`config.mk`:
```
export PLATFORM = sky130hd
export DESIGN_NAME = my_ram
export DESIGN_NICKNAME = d
export VERILOG_FILES = /design/src/rtl/my_ram.sv
export SDC_FILE = /design/constraint.sdc
export NUM_CORES = 1
export LEC_CHECK = 0
export ABC_AREA = 1
export BUFFER_PORTS_ARGS = -buffer_cell sky130_fd_sc_hd__buf_4
export CORE_MARGIN = 5
export CORE_UTILIZATION = 53
export DETAILED_ROUTE_END_ITERATION = 8
export GPL_ROUTABILITY_DRIVEN = 0
export PLACE_DENSITY = 0.77
export SLEW_MARGIN = 10
export SYNTH_ARGS = -nofsm -noshare
export SYNTH_HDL_FRONTEND = slang
export SYNTH_SLANG_ARGS = --single-unit
export TNS_END_PERCENT = 10
```
`constraint.sdc`:
```
create_clock -name clk -period 2 [get_ports clk]
set_clock_uncertainty 0.05 [all_clocks]
set_input_delay 0.3 -clock clk [delete_from_list [all_inputs] [get_ports clk]]
set_output_delay 0.3 -clock clk [all_outputs]
set_load 0.03 [all_outputs]
```
`src/rtl/my_ram.sv`:
```
`timescale 1ns/1ps
`default_nettype none
// ============================================================================
//  Module   : my_ram (with leaf cells my_mux, my_dmux)
//  Purpose  : Word-addressable register file of 2**ADDR_W words of WIDTH bits.
//             Writes steer the load strobe through a 1:DEPTH demux tree;
//             reads select the addressed word through a DEPTH:1 mux tree.
//  Revision : 1.0  - initial release
// ============================================================================

// ----------------------------------------------------------------------------
//  my_mux : 2:1 word multiplexer, sel=0 -> a, sel=1 -> b
// ----------------------------------------------------------------------------
module my_mux #(
    parameter int WIDTH = 16
) (
    input  logic [WIDTH-1:0] a,
    input  logic [WIDTH-1:0] b,
    input  logic             sel,
    output logic [WIDTH-1:0] out
);
    assign out = sel ? b : a;
endmodule

// ----------------------------------------------------------------------------
//  my_dmux : 1:2 single-bit demultiplexer, sel=0 -> a, sel=1 -> b
// ----------------------------------------------------------------------------
module my_dmux (
    input  logic in,
    input  logic sel,
    output logic a,
    output logic b
);
    assign a = in & ~sel;
    assign b = in &  sel;
endmodule

// ----------------------------------------------------------------------------
//  my_ram : register file top
// ----------------------------------------------------------------------------
module my_ram #(
    parameter int WIDTH  = 16,
    parameter int ADDR_W = 3
) (
    input  logic              clk,
    input  logic              rst_n,
    input  logic [WIDTH-1:0]  in,
    input  logic              load,
    input  logic [ADDR_W-1:0] addr,
    output logic [WIDTH-1:0]  out
);
    localparam int c_DEPTH = 1 << ADDR_W;
    localparam int c_NODES = 2 * c_DEPTH - 1;

    // Both trees use heap numbering: node n has children 2n+1 / 2n+2, the
    // root is node 0, and leaf c_DEPTH-1+k corresponds to word k because the
    // tree is walked MSB of addr first.
    logic             w_dnode [c_NODES];
    logic [WIDTH-1:0] w_mnode [c_NODES];
    logic             w_en    [c_DEPTH];
    logic [WIDTH-1:0] r_mem   [c_DEPTH];

    assign w_dnode[0] = load;
    assign out        = w_mnode[0];

    genvar d, j, k;
    generate
        for (d = 0; d < ADDR_W; d++) begin : g_level
            for (j = 0; j < (1 << d); j++) begin : g_node
                localparam int c_NODE = (1 << d) - 1 + j;

                my_dmux u_dmux (
                    .in  (w_dnode[c_NODE]),
                    .sel (addr[ADDR_W-1-d]),
                    .a   (w_dnode[2*c_NODE+1]),
                    .b   (w_dnode[2*c_NODE+2])
                );

                my_mux #(.WIDTH(WIDTH)) u_mux (
                    .a   (w_mnode[2*c_NODE+1]),
                    .b   (w_mnode[2*c_NODE+2]),
                    .sel (addr[ADDR_W-1-d]),
                    .out (w_mnode[c_NODE])
                );
            end
        end

        for (k = 0; k < c_DEPTH; k++) begin : g_leaf
            assign w_en[k]               = w_dnode[c_DEPTH-1+k];
            assign w_mnode[c_DEPTH-1+k]  = r_mem[k];
        end
    endgenerate

    // Storage: each word captures in when its decoded enable is high; async clear.
    always_ff @(posedge clk or negedge rst_n) begin
        if (!rst_n) begin
            for (int i = 0; i < c_DEPTH; i++) begin
                r_mem[i] <= '0;
            end
        end else begin
            for (int i = 0; i < c_DEPTH; i++) begin
                if (w_en[i]) begin
                    r_mem[i] <= in;
                end
            end
        end
    end
endmodule
`default_nettype wire

```
; After elaboration in Yosys (flattened, before gate mapping)
; Cells that the tools add are included.
; Widths: inputs -> output; s select.
[word_totals]
register_bits = 128
inputBits = 22
output_inout_bits = 16
[classes]
n_mux = 7
bitwise_logic = 17
[ops]
columns = cell, n
row1 = $mux 16, 7
row2 = $and 1x1->1, 14
row3 = $not 1->1, 3

; Longest topological paths before layout
[logic_depth]
depth_word = 4
depth_mapped = 8

; By module
; A second synthesis with hierarchy kept.
[hier_totals]
hier_cells = 952
area_unflattened_um2 = 6959.2
[modules_own_cells]
columns = mod, instances, cells_per_inst, area_per_inst_um2
row1 = my_ram, 1, 560, 5128.7
row2 = my_mux, 7, 52, 244.0
row3 = my_dmux, 7, 4, 17.5

; Worst setup path before layout
; OpenSTA, ideal clock, no wires.
[synth_path]
kind = input to output
start = input addr[1]
end = output out[3]
t_arrival_ns = 1.258
t_required_ns = 1.650
setup_slack_ns = 0.392
path_stages = 7
n_path_buf = 2
path_cell_list = buf_2 -> inv_2 -> buf_1 -> nand3_1 -> nand2_1 -> nand2_1 -> nand2_1
[synth_via]
elab_chain_len = 2
elab_cells_between_ends = 3
cone_classes = mux: 3
[synth_rtl]
columns = item, line
row1 = start: declaration, 49  ; input logic [ADDR_W-1:0] addr,
row2 = $mux 16, 22  ; assign out = sel ? b : a;
row3 = $mux 16 (*), 22
row4 = end: declaration, 50  ; output logic [WIDTH-1:0] out
; Mark *: on every way between the ends. The rest lies on a longest branch, timed or not.

; Worst setup path after layout
[layout_path]
start = register r_mem[1] (netlist bit)
end = output out[1]
[layout_via]
elab_chain_len = 3
[layout_rtl]
columns = item, line
row1 = start: declaration, 61  ; logic [WIDTH-1:0] r_mem [c_DEPTH];
row2 = start signal: indexed assignment, 103  ; r_mem[i] <= in;
row3 = $mux 16 (3 in a row), 22
; No other way between the ends.

==> results.txt <==
status -> complete, no violations
flop2flop setup slack -> 1.26 ns
net switching fraction of the power -> 29.3%
R2R Path Start -> r_mem[9]
Wirelength per Cell -> 15.7 µm
layout cells sized above 1 -> 10.1%
leakage -> 0.00402 µW
CP Class -> flop to output port
Critical Path Sink Type -> output port
Clock transition at path regs -> 0.05 ns
post-synthesis sequential area ratio -> 51.4%
# setup viols final -> 0
area grow syn2layout -> 17.4%
required time of the critical path -> 1.65 ns
die extent in x -> 118 µm
global-route wire length before repair -> 27.2 mm
fmax -> 560 MHz
number of global-route vias before repair -> 5274
IO Count -> 38
Tmin final -> 1.79 ns
DR pass1 iterations -> 5
syn_area_per_cell -> 7.22 µm²
Final #Nets -> 920
maximum VDD drop -> 1200 µV
Clock Latency Late Sink -> 0.42 ns
Setup Fix Bufs, Post-CTS -> 0
Max FO, Critical Path -> 2
Ys Warns -> 0
post-cts sizing count -> 0
Mapped Area -> 0.00623 mm²
Clock power frac -> 37.0%
overall power -> 7590 µW
Hold WS -> 0.0530 ns
Root Driver -> clkbuf_16
startpoint types -> flop
drt drc -> 0
Top Registers -> r_mem (128)
ant diodes -> 0
hold path cells -> 3
Hold Crit Endpoint -> r_mem[44]
die height -> 118 µm
CTS tree -> done
row cnt -> 39
combinational share of power -> 19.2%
Total GRT Usage -> 24.7%
grt ovf -> 0
Clock Tree Buf Depth -> 2
vias after detailed routing -> 5492
Net Sw Power -> 2230 µW
final WL -> 16.5 mm
Worst R2R Path Depth -> 2
H-Tree Depth -> 4
buffers added on ports -> 37
Slew Viols, Final -> 0
Starting Density -> 54.4%
initial DRC count -> 579
Die Area -> 0.0140 mm²
Fin. Hold Viols -> 0
Netlist cell types -> 13
sequential fraction of design power -> 43.8%
FF+latch count, synth -> 128
fin crit share -> 89.3%
RSZ-0062 raised after global routing -> no
antenna violation net count after detailed routing -> 0
Max Cap Viol -> 0
cell area power density -> 1040 mW/mm²
CTS Buf Count -> 17
initial antenna violation count -> 0
detailed placement HPWL -> 11.1 mm
WP data arrival -> 1.44 ns
worst-margin pin slew -> 0.547 ns
TNS Setup -> 0 ns
Net Count, Synth -> 885
reg2reg end -> r_mem[9]
# clock sinks -> 128
internal power -> 5370 µW
most flop-heavy register -> r_mem
Worst Hold Class -> input pin to flop
Core Region -> 0.0115 mm²
Slew Limit Headroom -> 63.5%
largest net degree at the start of global routing -> 43
Post-CTS Hold Buffers -> 1
drt via density -> 5.22
number of flip-flops in the largest register -> 128
Gate Count Post-Synth -> 863
HP Start -> in[12]
final cells by class:
type                            count  area, µm²
Clock buffer                       23        468
Clock inverter                      7       62.6
Fill cell                        1013       4150
Inverter                          149        559
Multi-Input combinational cell    538       2270
Sequential cell                   128       3200
Tap cell                          143        179
Timing Repair Buffer               64        571
power by group through the flow:
stage	clock network, µW	logic (µW)	registers [µW]
2_1_floorplan	0	990	3300
3_3_place_gp	0	1410	3350
3_5_place_dp	0	1450	3360
4_1_cts	2850	1470	3330
5_1_grt	2970	1670	3390
6_report	2810	1450	3330
layer usage:
layer | track usage (%) | wire length, µm | vias to the layer above
li1 | - | - | 2687
met1 | 32.0 | 7060 | 2580
met2 | 38.3 | 7790 | 181
met3 | 7.35 | 1120 | 44
met4 | 11.6 | 525 | 0
met5 | 0 | 0 | -
synthesized netlist by cell type:
library cell	number	area (µm²)
o21ai_1	1	5.00
inv_1	148	556
nor2_1	1	3.75
inv_2	1	3.75
buf_2	14	70.1
dfrtp_1	128	3200
nor2_2	1	6.26
o21ai_0	127	636
clkbuf_1	28	105
nand2_1	337	1260
buf_1	6	22.5
nand3_1	69	345
nand4_1	2	12.5
cells in the final DEF (no fill, tap or decap), drive strengths merged, types with 2 or more instances in the layout:
cell and instances:
nand2 337, clkinv 5, clkbuf 23, nor2 2, nand4 2, dfrtp 128, buf 63, inv 149
o21ai 128, nand3 69
metrics by stage:
| step | cells | cell area, µm² | util (%) | setup slack [ns] |
|---|---|---|---|---|
| 2_1_floorplan | 863 | 6230 | - | 0.392 |
| 3_3_place_gp | 1021 | 6780 | 59.1 | 0.321 |
| 3_5_place_dp | 1021 | 6780 | 59.1 | 0.325 |
| 4_1_cts | 1052 | 7320 | 63.8 | 0.202 |
| 5_1_grt | 1052 | 7320 | 63.8 | 0.106 |
| 6_report | 1052 | 7320 | 63.8 | 0.214 |
cell families (layout without fill, tap and decap cells):
group | count (synthesis) | after routing | share of synthesized area [%]
DFF | 128 | 128 | 51.4
AOI/OAI and AO/OA | 128 | 128 | 10.3
and+or+nand+nor | 410 | 410 | 26.2
buffers and inverters | 197 | 243 | 12.1
how the worst max path moves through the flow:
stage | startpoint | to | slack (ns) | cells past startpoint
6_report | r_mem[1] | out[1] | 0.21 | 7
5_1_grt | r_mem[1] | out[1] | 0.11 | 7
4_1_cts | r_mem[1] | out[1] | 0.20 | 7
3_5_place_dp | addr[0] | out[7] | 0.33 | 9
3_3_place_gp | addr[0] | out[1] | 0.32 | 9
2_1_floorplan | addr[1] | out[3] | 0.39 | 7
worst max-delay path, cell delays in order (launching register included):
cell	delay (ns)
dfrtp_1	0.39
inv_1	0.06
nand2_1	0.05
nand3_1	0.11
nand2_1	0.07
nand2_1	0.08
nand2_1	0.09
buf_4	0.18
(Power assumes the default switching activity.)
